<file path="config.mk">
export PLATFORM = sky130hd
export DESIGN_NAME = mem_stage_lsu_flat
export DESIGN_NICKNAME = d
export VERILOG_FILES = /design/src/rtl/mem_stage_lsu_pkg.sv /design/src/rtl/mem_stage_lsu_if.sv /design/src/rtl/mem_stage_lsu_load_align.sv /design/src/rtl/mem_stage_lsu.sv /design/src/flat_wrapper.sv
export SDC_FILE = /design/constraint.sdc
export NUM_CORES = 1
export LEC_CHECK = 0
export ABC_AREA = 1
export CAP_MARGIN = 0
export CORE_MARGIN = 2
export CORE_UTILIZATION = 44
export DETAILED_ROUTE_END_ITERATION = 16
export PLACE_DENSITY = 0.81
export SLEW_MARGIN = 25
export SYNTH_ARGS = -nofsm -noshare
export SYNTH_HDL_FRONTEND = slang
export SYNTH_SLANG_ARGS = --single-unit
</file>
<file path="constraint.sdc">
create_clock -name clk -period 1.8 [get_ports clk]
set_clock_uncertainty 0.05 [all_clocks]
set_input_delay 0.27 -clock clk [delete_from_list [all_inputs] [get_ports clk]]
set_output_delay 0.27 -clock clk [all_outputs]
set_load 0.01 [all_outputs]
</file>
<file path="src/rtl/mem_stage_lsu_pkg.sv">
// mem_stage_lsu_pkg: shared types and constants for the MEM-stage load/store unit.
//   word_t       32-bit data word
//   lsu_state_t  LSU FSM encoding (IDLE, REQ, WAIT_RSP, DONE)
//   F3_*         funct3 access-size codes
//   is_misaligned() flags H/HU with addr[0]=1 and W with addr[1:0]!=0
package mem_stage_lsu_pkg;

  typedef logic [31:0] word_t;

  typedef enum logic [1:0] {
    LSU_IDLE     = 2'd0,
    LSU_REQ      = 2'd1,
    LSU_WAIT_RSP = 2'd2,
    LSU_DONE     = 2'd3
  } lsu_state_t;

  localparam logic [2:0] F3_B  = 3'b000;
  localparam logic [2:0] F3_H  = 3'b001;
  localparam logic [2:0] F3_W  = 3'b010;
  localparam logic [2:0] F3_BU = 3'b100;
  localparam logic [2:0] F3_HU = 3'b101;

  // f3 must already be normalised (unknown codes mapped to F3_W).
  function automatic logic is_misaligned(input logic [2:0] f3, input logic [1:0] off);
    logic mis;
    mis = 1'b0;
    if (f3 == F3_H || f3 == F3_HU) mis = off[0];
    else if (f3 == F3_W)           mis = (off != 2'b00);
    return mis;
  endfunction

endpackage

</file>
<file path="src/rtl/mem_stage_lsu_if.sv">
// mem_stage_lsu_if: data-memory request/response bus.
//   mem_req/mem_ready : request handshake. The request and all its fields
//     (mem_we, mem_addr, mem_wdata, mem_be) are held stable while mem_req=1
//     and mem_ready=0; the transfer happens in the cycle both are 1.
//   mem_rvalid/mem_rdata : read response, one cycle, no back-pressure.
//   master = LSU side, slave = memory side.
interface mem_stage_lsu_if #(
  parameter int ADDR_W = 32
);
  logic              mem_req;
  logic              mem_we;
  logic [ADDR_W-1:0] mem_addr;
  logic [31:0]       mem_wdata;
  logic [3:0]        mem_be;
  logic              mem_ready;
  logic              mem_rvalid;
  logic [31:0]       mem_rdata;

  modport master (
    output mem_req, mem_we, mem_addr, mem_wdata, mem_be,
    input  mem_ready, mem_rvalid, mem_rdata
  );

  modport slave (
    input  mem_req, mem_we, mem_addr, mem_wdata, mem_be,
    output mem_ready, mem_rvalid, mem_rdata
  );
endinterface

</file>
<file path="src/rtl/mem_stage_lsu_load_align.sv">
// mem_stage_lsu_load_align: combinational load lane select and extension.
//   rdata  in  raw memory word
//   off    in  byte offset addr[1:0]
//   f3     in  normalised funct3 (B, H, W, BU, HU)
//   data   out selected byte/half, sign- or zero-extended; W passes through
module mem_stage_lsu_load_align
  import mem_stage_lsu_pkg::*;
(
  input  word_t       rdata,
  input  logic [1:0]  off,
  input  logic [2:0]  f3,
  output word_t       data
);
  logic [7:0]  b;
  logic [15:0] h;

  always_comb begin
    b = rdata[{off, 3'b000} +: 8];
    h = off[1] ? rdata[31:16] : rdata[15:0];
    case (f3)
      F3_B:    data = {{24{b[7]}}, b};
      F3_BU:   data = {24'h0, b};
      F3_H:    data = {{16{h[15]}}, h};
      F3_HU:   data = {16'h0, h};
      default: data = rdata;
    endcase
  end
endmodule

</file>
<file path="src/rtl/mem_stage_lsu.sv">
// mem_stage_lsu: MEM-stage load/store initiator.
//   clk, rst (async active-low)
//   ALU_Out_4, RD_2_4, Funct3_4, D_RD_4, D_WR_4 : stage-4 command
//   Data_Out_4 : extended load data, valid in DONE, held otherwise
//   Stall_4    : pipeline hold, combinational from the command
//   Misalign_4 : one-cycle misaligned flag (DONE only)
//   state_dbg  : current FSM state
//   mem        : data-memory bus, master side
// Build option: MISALIGN_TRAP_EN -- misaligned H/W accesses skip the bus and
// finish with Misalign_4=1, Data_Out_4=0. Without it the address is forced
// aligned and the access proceeds.
module mem_stage_lsu
  import mem_stage_lsu_pkg::*;
#(
  parameter int ADDR_W = 32
) (
  input  logic             clk,
  input  logic             rst,
  input  word_t            ALU_Out_4,
  input  word_t            RD_2_4,
  input  logic [2:0]       Funct3_4,
  input  logic             D_RD_4,
  input  logic             D_WR_4,
  output word_t            Data_Out_4,
  output logic             Stall_4,
  output logic             Misalign_4,
  output lsu_state_t       state_dbg,
  mem_stage_lsu_if.master  mem
);
  lsu_state_t        state, state_nx;
  logic [ADDR_W-1:0] addr_q;
  word_t             wdata_q;
  logic [3:0]        be_q;
  logic [2:0]        f3_q;
  logic              we_q;
  word_t             data_q;
  logic              mis_q;

  logic              cmd;
  logic [2:0]        f3_n;
  logic [ADDR_W-1:0] addr_n;
  word_t             wdata_n;
  logic [3:0]        be_n;
  logic              trap;
  word_t             load_word;

  assign cmd = D_RD_4 | D_WR_4;

  // Normalise funct3, force alignment and build lanes from the incoming command.
  always_comb begin
    f3_n    = F3_W;
    addr_n  = ALU_Out_4[ADDR_W-1:0];
    wdata_n = RD_2_4;
    be_n    = 4'b1111;
    if (Funct3_4 == F3_B || Funct3_4 == F3_BU || Funct3_4 == F3_H || Funct3_4 == F3_HU)
      f3_n = Funct3_4;
    case (f3_n)
      F3_B, F3_BU: begin
        wdata_n = {4{RD_2_4[7:0]}};
        be_n    = 4'b0001 << addr_n[1:0];
      end
      F3_H, F3_HU: begin
        addr_n[0] = 1'b0;
        wdata_n   = {2{RD_2_4[15:0]}};
        be_n      = 4'b0011 << addr_n[1:0];
      end
      default: addr_n[1:0] = 2'b00;
    endcase
  end

`ifdef MISALIGN_TRAP_EN
  assign trap = is_misaligned(f3_n, ALU_Out_4[1:0]);
`else
  assign trap = 1'b0;
`endif

  always_comb begin
    state_nx = state;
    case (state)
      LSU_IDLE:     if (cmd) state_nx = trap ? LSU_DONE : LSU_REQ;
      LSU_REQ:      if (mem.mem_ready) state_nx = we_q ? LSU_DONE : LSU_WAIT_RSP;
      LSU_WAIT_RSP: if (mem.mem_rvalid) state_nx = LSU_DONE;
      default:      state_nx = LSU_IDLE;
    endcase
  end

  always_ff @(posedge clk or negedge rst) begin
    if (!rst) begin
      state   <= LSU_IDLE;
      addr_q  <= '0;
      wdata_q <= '0;
      be_q    <= '0;
      f3_q    <= '0;
      we_q    <= 1'b0;
      data_q  <= '0;
      mis_q   <= 1'b0;
    end else begin
      state <= state_nx;
      // IDLE->DONE happens only on a trap, so this pulse lasts exactly the DONE cycle.
      mis_q <= (state == LSU_IDLE) && cmd && trap;
      if (state == LSU_IDLE && cmd) begin
        addr_q  <= addr_n;
        wdata_q <= wdata_n;
        be_q    <= be_n;
        f3_q    <= f3_n;
        we_q    <= D_WR_4;
        if (trap) data_q <= '0;
      end
      if (state == LSU_WAIT_RSP && mem.mem_rvalid) data_q <= load_word;
    end
  end

  mem_stage_lsu_load_align u_align (
    .rdata (mem.mem_rdata),
    .off   (addr_q[1:0]),
    .f3    (f3_q),
    .data  (load_word)
  );

  assign mem.mem_req   = (state == LSU_REQ);
  assign mem.mem_we    = we_q;
  assign mem.mem_addr  = {addr_q[ADDR_W-1:2], 2'b00};
  assign mem.mem_wdata = wdata_q;
  assign mem.mem_be    = be_q;

  // Gated by rst so the stall also drops while reset is held.
  assign Stall_4    = rst && cmd && (state != LSU_DONE);
  assign Data_Out_4 = data_q;
  assign Misalign_4 = mis_q;
  assign state_dbg  = state;
endmodule

</file>
<file path="src/flat_wrapper.sv">
// flat-port wrapper written by rule: the top's interface ports become plain ports
module mem_stage_lsu_flat import mem_stage_lsu_pkg::*;
#(
  parameter int ADDR_W = 32
)
  (clk, rst, ALU_Out_4, RD_2_4, Funct3_4, D_RD_4, D_WR_4, Data_Out_4, Stall_4, Misalign_4, state_dbg, mem_mem_req, mem_mem_we, mem_mem_addr, mem_mem_wdata, mem_mem_be, mem_mem_ready, mem_mem_rvalid, mem_mem_rdata);
  mem_stage_lsu_if #(.ADDR_W(ADDR_W)) mem_i ();
  input  logic clk;
  input  logic rst;
  input  word_t ALU_Out_4;
  input  word_t RD_2_4;
  input  logic [2:0] Funct3_4;
  input  logic D_RD_4;
  input  logic D_WR_4;
  output word_t Data_Out_4;
  output logic Stall_4;
  output logic Misalign_4;
  output lsu_state_t state_dbg;
  output wire logic [$bits(mem_i.mem_req)-1:0] mem_mem_req;
  output wire logic [$bits(mem_i.mem_we)-1:0] mem_mem_we;
  output wire logic [$bits(mem_i.mem_addr)-1:0] mem_mem_addr;
  output wire logic [$bits(mem_i.mem_wdata)-1:0] mem_mem_wdata;
  output wire logic [$bits(mem_i.mem_be)-1:0] mem_mem_be;
  input wire logic [$bits(mem_i.mem_ready)-1:0] mem_mem_ready;
  input wire logic [$bits(mem_i.mem_rvalid)-1:0] mem_mem_rvalid;
  input wire logic [$bits(mem_i.mem_rdata)-1:0] mem_mem_rdata;
  assign mem_mem_req = mem_i.mem_req;
  assign mem_mem_we = mem_i.mem_we;
  assign mem_mem_addr = mem_i.mem_addr;
  assign mem_mem_wdata = mem_i.mem_wdata;
  assign mem_mem_be = mem_i.mem_be;
  assign mem_i.mem_ready = mem_mem_ready;
  assign mem_i.mem_rvalid = mem_mem_rvalid;
  assign mem_i.mem_rdata = mem_mem_rdata;
  mem_stage_lsu #(.ADDR_W(ADDR_W)) u_core (.clk(clk), .rst(rst), .ALU_Out_4(ALU_Out_4), .RD_2_4(RD_2_4), .Funct3_4(Funct3_4), .D_RD_4(D_RD_4), .D_WR_4(D_WR_4), .Data_Out_4(Data_Out_4), .Stall_4(Stall_4), .Misalign_4(Misalign_4), .state_dbg(state_dbg), .mem(mem_i));
endmodule
</file>
==> reports/qor.json, run 1 <==
{
  "start_util_pct": 45.58,
  "number_of_drc_violations_after_detailed_routing_iteration_0": 297,
  "min_path_type": "primary input to flip-flop",
  "timing.fmax_ghz": 0.5722,
  "layout_cells_sized_above_1_pct": 7.692,
  "syn-mean-instance-area_um2": 7.684,
  "die_y_um": 113.5,
  "timing.critical_path.cells": "buf_4 > ha_1 > nor2_1 > clkdlybuf4s15_1",
  "finalCoreUtilization_pct": 67.19,
  "cts_buf_count": 9,
  "routed_wl_um": 15220,
  "ys_warn_count": 0,
  "final.min_clock_period_ns": 1.748,
  "synth.lib_cells_used.distinct": 24,
  "slew_violations": 0,
  "busiest_layer": "met2",
  "fillerInstances": 933,
  "start_kind": "flip-flop",
  "cts_tree": "yes",
  "pre_cts_setup_slack_ns": -0.02321,
  "number_of_global_route_vias_before_repair": 5035,
  "synth-simple-area-share_pct": 27.87,
  "cts_root_buffer": "clkbuf_16",
  "syn-cell-area_um2": 5271,
  "drc": 0,
  "synth_xor_xnor_area_share_pct": 0,
  "grt.overflow.total": 0,
  "cts-root-to-sink-buffers": 2,
  "ant_nets": 0,
  "power.density_cell_area_nw_per_um2": 1690,
  "timing.setup.tns_ns": 0,
  "average_routed_wire_per_standard_cell_um": 15.01,
  "vdd_ir_drop_max_v": 0.001003,
  "cap_violations": 0,
  "numClockSinks": 106,
  "placement.io_buffers": 207,
  "timing.critical_path.slowest_stage_cell": "dfrtp_1",
  "clock_tree.htree_level_count": 3,
  "track_usage_pct": 23.95,
  "synth_fa_ha_area_share_pct": 0.9494,
  "synth.largest_area_cell": "dfrtp_1",
  "synth_top_area_share_pct": 50.32,
  "antennaDiodeCount": 0,
  "place.gp.congestion": 0.9130,
  "power.static_leakage_nw": 3.778,
  "worst_pin_slew_ns": 0.5581,
  "mostFrequentLayoutCells": "270 x nand2_1, 203 x clkdlybuf4s50_1, 106 x dfrtp_1",
  "drt_pre_antenna_iters": 5,
  "floorplan.die_area_um2": 12870,
  "setup_violations": 0,
  "synth_top_family_by_area": "simple AND/OR/NAND/NOR gates",
  "die_w_um": 113.5,
  "nNetsFinal": 975,
  "grtUsageMet1_pct": 29.91,
  "antenna_found_initial": 0,
  "criticalPathCategory": "flip-flop to output pin",
  "worst_slew_margin_rel_pct": 62.79,
  "cp_data_required_time_ns": 1.48,
  "ys_seq_elements": 106,
  "clock_insertion_delay_worst_skew_ns": 0.35,
  "synth_compound_area_share_pct": 9.281,
  "synth_sequential_area_ratio_pct": 50.32,
  "site_rows": 39,
  "netlist_instances": 686,
  "crit_path_max_fanout": 3,
  "finalWorstSetupSlack_ns": 0.05239,
  "clkTransAtPathRegs_ns": 0.07,
  "floorplan.core_area_um2": 11560,
  "syn2layout_area_growth_pct": 47.40,
  "run_status": "completed",
  "grt_pass1_wl_um": 24250,
  "leading_cell_type_in_the_layout_fill_and_taps_excluded": "nand2_1",
  "groute.layer.met3.usage_pct": 7.545,
  "dr_total_vias": 5131,
  "period_share_pct": 97.09,
  "drt-vias-per-instance": 5.060,
  "grt_max_degree": 107,
  "post-layout-total-power_mw": 13.13,
  "synth_top_cells_by_area": "dfrtp_1 50%, nand2_1 19%, buf_4 4.7%, nand3_1 3.9%, inv_1 3.8%",
  "met2_usage_pct": 38.76,
  "detailed_place_hpwl_um": 10890,
  "delay_contributed_by_the_slowest_stage_of_the_critical_path_ns": 0.38,
  "yosys-mux-area-fraction_pct": 0,
  "cp-end-kind": "output pin",
  "arrival_ns": 1.43,
  "io-pin-count": 211,
  "hold_viol_final": 0
}
==> kinds of logic after synthesis <==
| kind of cell | Yosys count |
|---|---|
| AND/OR/NAND/NOR | 364 |
| flip-flops | 106 |
| AO/OA/AOI/OAI | 88 |
| buffers and inverters | 123 |
| other | 1 |
| adder cells (fa/ha/maj) | 4 |
==> registers in the layout, summed over array words and instances, names as in the netlist <==
signal / flops
u_core.mem.mem_we: 1
u_core.f3_q: 3
u_core.addr_q: 32
u_core.state_dbg: 2
u_core.Data_Out_4: 32
u_core.mem.mem_be: 4
u_core.mem.mem_wdata: 32
==> stage by stage <==
stage          cell area, um2  cells  hold slack, ns
6_report                 7770   1014          0.3928
5_1_grt                  7770   1014          0.4100
4_1_cts                  7695   1011          0.3894
3_5_place_dp             7365    991          0.3765
3_3_place_gp             7365    991          0.3820
2_1_floorplan            5279    688        -0.07559
==> Yosys cell counts (all sizes together) <==
cell type and n:
a21oi 32, a22oi 1, a31o 1, a31oi 1, buf 50, clkbuf 14, conb 1, dfrtp 106
ha 4, inv 59, nand2 273, nand3 41, nor2 31, nor3 1, o211ai 15, o21ai 35
o22ai 3, or2 18
==> final timing paths <==
kind | startpoint | end | slack [ns] | cells past startpoint
worst max-delay path | u_core.state_dbg[0] | Stall_4 | 0.05 | 4
worst min-delay path | ALU_Out_4[15] | u_core.addr_q[15] | 0.39 | 3
worst max register to register | u_core.state_dbg[0] | u_core.mem.mem_wdata[13] | 0.11 | 10
worst min register to register | u_core.mem.mem_wdata[7] | u_core.mem.mem_wdata[7] | 0.42 | 2
max in group asynchronous | rst | u_core.mem.mem_wdata[2] | 0.78 | 3
min in group asynchronous | rst | u_core.Data_Out_4[11] | 0.51 | 3
==> per-layer routing <==
layer	vias up	wire length (um)
met5	-	0
met3	37	1468
li1	2472	-
met2	235	7047
met1	2387	6225
met4	0	476
==> worst max-delay path: cells and delay by family (launching register included) <==
family | cells | cell delay [ns]
buffers and inverters | 2 | 0.38
adders and majority gates | 1 | 0.21
and+or+nand+nor | 1 | 0.10
DFF | 1 | 0.38
==> final cells by class <==
type	count	area (um2)	area share, %
clock inverters	4	48.80	0.6280
inverters	59	226.5	2.915
repair buffers	231	2377	30.60
clock buffers	12	246.5	3.172
flip-flops and latches	106	2653	34.14
multi-input cells	459	2039	26.25
well taps	143	178.9	2.303
==> report_power, final <==
part           leakage (nW)  switching (mW)  total (mW)  internal, mW
sequential             1.29           0.666        4.22          3.55
clock                 0.147           0.881        2.00          1.12
combinational          2.34            3.37        6.92          3.54
==> repair_timing <==
item / CTS / global route
hold endpoints to repair: 11 / 0
cloned: 0 / 1
setup buffers: 3 / 2
hold buffers: 1 / 0
endpoints found under the setup margin: 2 / 81
resized for setup: 4 / 9
pin swaps: 0 / 2
Note: power is estimated with default switching activity, not from simulation.
==> inputs of run 2 (changes only) <==
Settings changed: CORE_UTILIZATION 44 to 57, DONT_BUFFER_PORTS from default to 1, PLACE_DENSITY 0.81 to 0.72.
==> reports/qor.json, run 2 (synthesis results as in run 1) <==
{
  "run_status": {"value": "finished, violations left", "change": "was completed"},
  "violations_in_the_final_reports": "negative hold slack",
  "clock_insertion_delay_worst_skew": {"value": 0.37, "unit": "ns", "change": "was 0.35 ns"},
  "antenna_found_initial": {"value": 0, "change": "unchanged"},
  "average_routed_wire_per_standard_cell": {"value": 16.20, "unit": "um", "change": "was 15.01 um"},
  "routed_wl": {"value": 13350, "unit": "um", "change": "was 15,220 um"},
  "timing.setup.tns": {"value": 0, "unit": "ns", "change": "unchanged"},
  "criticalPathCategory": {"value": "flip-flop to flip-flop", "change": "was flip-flop to output pin"},
  "cp_data_required_time": {"value": 2.04, "unit": "ns", "change": "was 1.48 ns"},
  "drc": {"value": 0, "change": "unchanged"},
  "clkTransAtPathRegs": {"value": 0.12, "unit": "ns", "change": "was 0.07 ns"},
  "critical-path-top-cell-by-count": "inv_1",
  "ant_nets": {"value": 0, "change": "unchanged"},
  "grt.overflow.total": {"value": 0, "change": "unchanged"},
  "cts_buf_count": {"value": 9, "change": "unchanged"},
  "min_path_type": {"value": "primary input to asynchronous set/reset pin", "change": "was primary input to flip-flop"},
  "combinationalPowerShare": {"value": 36.0, "unit": "%", "change": "was 52.7%"},
  "power.switching": {"value": 4.511, "unit": "mW", "change": "was 4.918 mW"},
  "start_kind": {"value": "flip-flop", "change": "unchanged"},
  "antennaDiodeCount": {"value": 0, "change": "unchanged"},
  "pre_cts_setup_slack": {"value": 0.1095, "unit": "ns", "change": "was -0.02321 ns"},
  "clock_tree.htree_level_count": {"value": 3, "change": "unchanged"},
  "place.gp.congestion": {"value": 0.9212, "change": "was 0.9130"},
  "cts_tree": {"value": "yes", "change": "unchanged"},
  "final_cells": {"value": 824, "change": "was 1,014"},
  "timing.fmax": {"value": 0.5982, "unit": "GHz", "change": "was 0.5722 GHz"},
  "finalCoreUtilization": {"value": 65.58, "unit": "%", "change": "was 67.19%"},
  "site_rows": {"value": 35, "change": "was 39"},
  "pwr-share-seq": {"value": 49.2, "unit": "%", "change": "was 32.1%"},
  "hold_viol_final": {"value": 106, "change": "was 0"},
  "number_of_drc_violations_after_detailed_routing_iteration_0": {"value": 223, "change": "was 297"},
  "power.static_leakage": {"value": 3.076, "unit": "nW", "change": "was 3.778 nW"},
  "finalWorstSetupSlack": {"value": 0.1284, "unit": "ns", "change": "was 0.05239 ns"},
  "fin_area": {"value": 5973, "unit": "um2", "change": "was 7770 um2"},
  "cap_violations": {"value": 0, "change": "unchanged"},
  "critical_path.n_buffers_inverters": {"value": 3, "change": "was 2"},
  "setup_violations": {"value": 0, "change": "unchanged"},
  "drt-vias-per-instance": {"value": 5.445, "change": "was 5.060"},
  "cp-end-kind": {"value": "flip-flop", "change": "was output pin"},
  "start_util": {"value": 57.87, "unit": "%", "change": "was 45.58%"},
  "floorplan.core_area": {"value": 9109, "unit": "um2", "change": "was 11,560 um2"},
  "drt_pre_antenna_iters": {"value": 4, "change": "was 5"},
  "io-pin-count": {"value": 211, "change": "unchanged"},
  "timing.critical_path.slowest_stage_cell": {"value": "dfrtp_1", "change": "unchanged"},
  "die_w": {"value": 100.2, "unit": "um", "change": "was 113.5 um"},
  "period_share": {"value": 92.87, "unit": "%", "change": "was 97.09%"},
  "worst_case_hold_slack": {"value": -0.4693, "unit": "ns", "change": "was 0.3928 ns"},
  "number_of_cells_in_the_design_after_placement": {"value": 750, "change": "was 991"},
  "cts-root-to-sink-buffers": {"value": 2, "change": "unchanged"},
  "cts_root_buffer": {"value": "clkbuf_8", "change": "was clkbuf_16"},
  "delay_contributed_by_the_slowest_stage_of_the_critical_path": {"value": 0.41, "unit": "ns", "change": "was 0.38 ns"},
  "crit_path_max_fanout": {"value": 10, "change": "was 3"},
  "layout_cells_sized_above_1": {"value": 7.854, "unit": "%", "change": "was 7.692%"},
  "numClockSinks": {"value": 106, "change": "unchanged"},
  "placement.io_buffers": {"value": 0, "change": "was 207"},
  "power.density_cell_area": {"value": 1676, "unit": "nW/um2", "change": "was 1690 nW/um2"},
  "dr_total_vias": {"value": 4487, "change": "was 5,131"},
  "leading_cell_type_in_the_layout_fill_and_taps_excluded": {"value": "nand2_1", "change": "unchanged"},
  "syn2layout_area_growth": {"value": 13.32, "unit": "%", "change": "was 47.40%"},
  "detailed_place_hpwl": {"value": 8928, "unit": "um", "change": "was 10,890 um"},
  "number_of_global_route_vias_before_repair": {"value": 4438, "change": "was 5,035"},
  "grt_max_degree": {"value": 108, "change": "was 107"},
  "slew_violations": {"value": 0, "change": "unchanged"},
  "track_usage": {"value": 26.80, "unit": "%", "change": "was 23.95%"},
  "kind_of_cell_with_the_highest_combined_delay_on_the_critical_path": {"value": "flip-flops", "change": "unchanged"},
  "internal_power_contribution": {"value": 5.502, "unit": "mW", "change": "was 8.213 mW"},
  "share_clk_of_total_power": {"value": 14.7, "unit": "%", "change": "was 15.2%"},
  "post-cts-setup-buffer-count": {"value": 0, "change": "was 3"},
  "cts_hold_repair.buffers": {"value": 58, "change": "was 1"},
  "arrival": {"value": 1.91, "unit": "ns", "change": "was 1.43 ns"},
  "grt_pass1_wl": {"value": 21410, "unit": "um", "change": "was 24,250 um"},
  "post-layout-total-power": {"value": 10.01, "unit": "mW", "change": "was 13.13 mW"},
  "vdd_ir_drop_max": {"value": 0.0008579, "unit": "V", "change": "was 0.001003 V"},
  "timing.critical_path.cells": {"value": "inv_1 > ha_1 > inv_1 > nor2_4 > nand2_1 > buf_4 > o211ai_1", "change": "was buf_4 > ha_1 > nor2_1 > clkdlybuf4s15_1"},
  "final.min_clock_period": {"value": 1.672, "unit": "ns", "change": "was 1.748 ns"},
  "mostFrequentLayoutCells": {"value": "272 x nand2_1, 106 x dfrtp_1, 58 x dlygate4sd3_1", "change": "was 270 x nand2_1, 203 x clkdlybuf4s50_1, 106 x dfrtp_1"},
  "die_y": {"value": 100.2, "unit": "um", "change": "was 113.5 um"},
  "floorplan.die_area": {"value": 10030, "unit": "um2", "change": "was 12,870 um2"},
  "nNetsFinal": {"value": 817, "change": "was 975"},
  "fraction_of_power_spent_switching_nets": {"value": 45.05, "unit": "%", "change": "was 37.45%"},
  "dpl-instance-area": {"value": 5177, "unit": "um2", "change": "was 7365 um2"}
}
[run 2: cell types whose count changed in the layout (fill, tap and decap cells not counted), moves of 2 or more]
cell	change
clkinv_8	+3
clkinv_2	-2
clkdlybuf4s50_1	-203
nand2_1	+2
clkbuf_1	-2
buf_6	-2
dlygate4sd3_1	+57
clkbuf_16	-10
clkbuf_8	+8
buf_12	-6
[run 2: power groups by stage]
stage / Combinational (mW) / Sequential (mW) / Clock [mW]
after floorplan: 3.38 / 4.50 / 0
after global placement: 3.29 / 4.95 / 0
after detailed placement: 3.47 / 4.96 / 0
after CTS: 3.57 / 4.93 / 1.51
after global routing: 4.14 / 5.07 / 1.61
final: 3.61 / 4.93 / 1.48
[run 2: final timing paths]
check                           cells after the start  slack (ns)                        to                 from
worst min register to register                      2        0.50          u_core.addr_q[6]     u_core.addr_q[6]
worst min-delay path                                0       -0.47          u_core.addr_q[9]                  rst
worst max-delay path                                7        0.13  u_core.mem.mem_wdata[10]  u_core.state_dbg[1]
worst max register to register                      7        0.13  u_core.mem.mem_wdata[10]  u_core.state_dbg[1]
min in group clk                                    2        0.02   u_core.mem.mem_wdata[9]            RD_2_4[9]
max in group asynchronous                           0        1.95     u_core.Data_Out_4[14]                  rst
[run 2: routing by layer]
| layer | track usage (%) | part of all wire, % | vias up |
|---|---|---|---|
| li1 | - | - | 2150 |
| met1 | 31.94 | 39 | 2106 |
| met2 | 45.07 | 50 | 203 |
| met3 | 8.148 | 9.2 | 28 |
| met4 | 11.49 | 2.5 | 0 |
| met5 | 0 | 0 | - |
[run 2: layout make-up]
type / instances / area (um2)
well taps: 111 / 138.9
fillers: 782 / 3136
repair buffers: 73 / 721.9
clock buffers: 9 / 123.9
inverters: 59 / 224.0
multi-input cells: 459 / 2027
clock inverters: 7 / 85.08
flip-flops and latches: 106 / 2653
[run 2: repair_timing]
| action | 4_1_cts | 5_1_grt |
|---|---|---|
| setup endpoints to repair | 0 | 13 |
| resized for setup | 0 | 3 |
| endpoints found under the hold margin | 163 | 106 |
==> inputs of run 3 (changes only) <==
Settings changed: PLACE_DENSITY 0.72 to 0.75.
Clock period 1.8 ns to 1.4 ns, I/O delays scaled along.
==> reports/qor.json, run 3 (synthesis results as in run 1) <==
{
  "average_routed_wire_per_standard_cell": {"value": 20.53, "unit": "um", "change": "was 16.20 um"},
  "grt_setup_unrepaired": "true",
  "nNetsFinal": {"value": 879, "change": "was 817"},
  "reg2reg_depth": {"value": 9, "change": "was 7"},
  "dr_total_vias": {"value": 5257, "change": "was 4,487"},
  "cts-root-to-sink-buffers": {"value": 2, "change": "unchanged"},
  "number_of_global_route_vias_before_repair": {"value": 4877, "change": "was 4,438"},
  "power.density_cell_area": {"value": 2256, "unit": "nW/um2", "change": "was 1676 nW/um2"},
  "slew_violations": {"value": 0, "change": "unchanged"},
  "start_util": {"value": 57.87, "unit": "%", "change": "unchanged"},
  "clock_tree.htree_level_count": {"value": 3, "change": "unchanged"},
  "die_y": {"value": 100.2, "unit": "um", "change": "unchanged"},
  "run_status": {"value": "finished, violations left", "change": "unchanged"},
  "floorplan.die_area": {"value": 10030, "unit": "um2", "change": "unchanged"},
  "regToRegStartpoint": {"value": "u_core.state_dbg[1]", "change": "unchanged"},
  "final.min_clock_period_ns": 1.604,
  "cp-end-kind": {"value": "output pin", "change": "was flip-flop"},
  "hold_viol_final": {"value": 109, "change": "was 106"},
  "criticalPathCategory": {"value": "flip-flop to output pin", "change": "was flip-flop to flip-flop"},
  "multi_input_area": {"value": 2577, "unit": "um2", "change": "was 2027 um2"},
  "drc": {"value": 0, "change": "unchanged"},
  "routed_wl": {"value": 18190, "unit": "um", "change": "was 13,350 um"},
  "regArea": {"value": 2655, "unit": "um2", "change": "was 2653 um2"},
  "setup_violations": {"value": 107, "change": "was 0"},
  "timing.setup.tns": {"value": -12.41, "unit": "ns", "change": "was 0 ns"},
  "fillerInstances": {"value": 526, "change": "was 782"},
  "crit_path_max_fanout": {"value": 4, "change": "was 10"},
  "power.static_leakage": {"value": 3.640, "unit": "nW", "change": "was 3.076 nW"},
  "reg2reg_slack": {"value": -0.20, "unit": "ns", "change": "was 0.13 ns"},
  "place.gp.congestion": {"value": 0.9396, "change": "was 0.9212"},
  "finalWorstSetupSlack": {"value": -0.2042, "unit": "ns", "change": "was 0.1284 ns"},
  "site_rows": {"value": 35, "change": "unchanged"},
  "drt_pre_antenna_iters": {"value": 5, "change": "was 4"},
  "mostFrequentLayoutCells": {"value": "215 x nand2_1, 104 x dfrtp_1, 70 x dlygate4sd3_1", "change": "was 272 x nand2_1, 106 x dfrtp_1, 58 x dlygate4sd3_1"},
  "start_kind": {"value": "flip-flop", "change": "unchanged"},
  "number_of_drc_violations_after_detailed_routing_iteration_0": {"value": 322, "change": "was 223"},
  "cts_root_buffer": {"value": "clkbuf_8", "change": "unchanged"},
  "vdd_ir_drop_max": {"value": 0.001288, "unit": "V", "change": "was 0.0008579 V"},
  "violations_in_the_final_reports": {"value": "negative hold slack, negative setup slack", "change": "was negative hold slack"},
  "clock_insertion_delay_worst_skew": {"value": 0.37, "unit": "ns", "change": "about the same"},
  "cp_data_required_time": {"value": 1.14, "unit": "ns", "change": "was 2.04 ns"},
  "numClockSinks": {"value": 106, "change": "unchanged"},
  "die_w": {"value": 100.2, "unit": "um", "change": "unchanged"},
  "track_usage": {"value": 29.58, "unit": "%", "change": "was 26.80%"},
  "syn2layout_area_growth": {"value": 40.38, "unit": "%", "change": "was 13.32%"},
  "leading_cell_type_in_the_layout_fill_and_taps_excluded": {"value": "nand2_1", "change": "unchanged"},
  "grt_max_degree": {"value": 108, "change": "unchanged"},
  "grt_pass1_wl": {"value": 23470, "unit": "um", "change": "was 21,410 um"},
  "worst_case_hold_slack": {"value": -0.5299, "unit": "ns", "change": "was -0.4693 ns"},
  "floorplan.core_area": {"value": 9109, "unit": "um2", "change": "unchanged"},
  "layout_cells_sized_above_1": {"value": 28.65, "unit": "%", "change": "was 7.854%"},
  "clkTransAtPathRegs": {"value": 0.12, "unit": "ns", "change": "about the same"},
  "placement.io_buffers": {"value": 0, "change": "unchanged"},
  "antenna_found_initial": {"value": 0, "change": "unchanged"},
  "period_share_pct": 114.6,
  "cts_tree": {"value": "yes", "change": "unchanged"},
  "cts_buf_count": {"value": 9, "change": "unchanged"},
  "detailed_place_hpwl": {"value": 9301, "unit": "um", "change": "was 8928 um"},
  "grt.overflow.total": {"value": 0, "change": "unchanged"},
  "arrival": {"value": 1.34, "unit": "ns", "change": "was 1.91 ns"},
  "ant_nets": {"value": 0, "change": "unchanged"},
  "antennaDiodeCount": {"value": 0, "change": "unchanged"},
  "min_path_type": {"value": "primary input to asynchronous set/reset pin", "change": "unchanged"},
  "timing.fmax_ghz": 0.6234,
  "timing.rr.end": {"value": "u_core.mem.mem_wdata[27]", "change": "was u_core.mem.mem_wdata[10]"},
  "drt-vias-per-instance": {"value": 5.933, "change": "was 5.445"},
  "cap_violations": {"value": 0, "change": "unchanged"},
  "io-pin-count": {"value": 211, "change": "unchanged"}
}
==> run 3: cell count changes in the layout (fill, tap and decap cells not counted), moves of 8 or more <==
| cell | before | now |
|---|---|---|
| nand3_1 | 41 | 30 |
| o21ai_0 | 27 | 15 |
| o21ai_2 | 0 | 8 |
| buf_6 | 1 | 18 |
| buf_4 | 12 | 20 |
| dlygate4sd3_1 | 58 | 70 |
| nand2_2 | 1 | 36 |
| a21oi_2 | 0 | 18 |
| nand2_1 | 272 | 215 |
| nand3_2 | 0 | 11 |
| a21oi_1 | 32 | 10 |
| nand2_4 | 0 | 20 |
| clkbuf_16 | 0 | 10 |
==> run 3: report_power, final <==
part	internal, mW	switching [mW]	total [mW]	leakage (nW)
Combinational	3.78	4.43	8.21	2.26
Clock	0.693	1.16	1.86	0.0889
Sequential	4.56	2.07	6.63	1.29
Total	9.03	7.66	16.7	3.64
==> run 3: area by class of cell <==
cell class | instances | share of cell area, %
timing repair buffer | 131 | 20.80
timing repair inverter | 4 | 0.4904
tap | 111 | 1.877
sequential | 106 | 35.88
clock inverter | 6 | 0.7778
multi-input combinational | 459 | 34.83
clock buffer | 10 | 1.725
inverter | 59 | 3.619
==> run 3: worst max path at each step <==
stage,startpoint,end,slack (ns),cells after the start
final,u_core.state_dbg[0],mem_mem_req,-0.20,4
after global routing,u_core.state_dbg[1],u_core.mem.mem_wdata[31],-0.26,9
after CTS,u_core.state_dbg[0],mem_mem_req,-0.17,4
after detailed placement,u_core.state_dbg[1],u_core.mem.mem_wdata[19],-0.26,8
after global placement,u_core.state_dbg[1],u_core.mem.mem_wdata[20],-0.16,8
after floorplan,u_core.state_dbg[1],u_core.mem.mem_wdata[12],-0.07,9
==> run 3: repair_timing <==
action / 4_1_cts / 5_1_grt
pin swaps: 7 / 65
buffers inserted: 8 / 5
hold endpoints to repair: 176 / 107
endpoints found under the setup margin: 102 / 108
cloned: 4 / 16
hold buffers: 69 / 1
gates resized for setup: 52 / 156
==> run 3: worst max-delay path, cell delays in order (launching register included) <==
cell     delay (ns)
dfrtp_2        0.45
buf_6          0.15
ha_4           0.16
buf_6          0.11
buf_6          0.11
==> run 3: per-stage QoR <==
stage                     utilization [%]  instance area, um2  worst slack [ns]  total power [mW]  instances
after floorplan                         -                5360          -0.06925             10.32        688
after global placement              58.86                5361           -0.1575             11.00        770
after detailed placement            58.86                5361           -0.2625             11.31        770
after CTS                           72.13                6570           -0.1737             14.12        867
after global routing                81.24                7400           -0.2614             17.62        886
final                               81.24                7400           -0.2042             16.69        886
==> run 3: metal layers <==
metal	routed length (um)	up-vias	GRT usage, %	share of wire [%]
met5	0	-	0	0
met3	1906	98	6.685	10
met4	873	0	12.54	4.8
met2	9119	381	51.21	50
met1	6290	2491	35.50	35
li1	-	2287	-	-
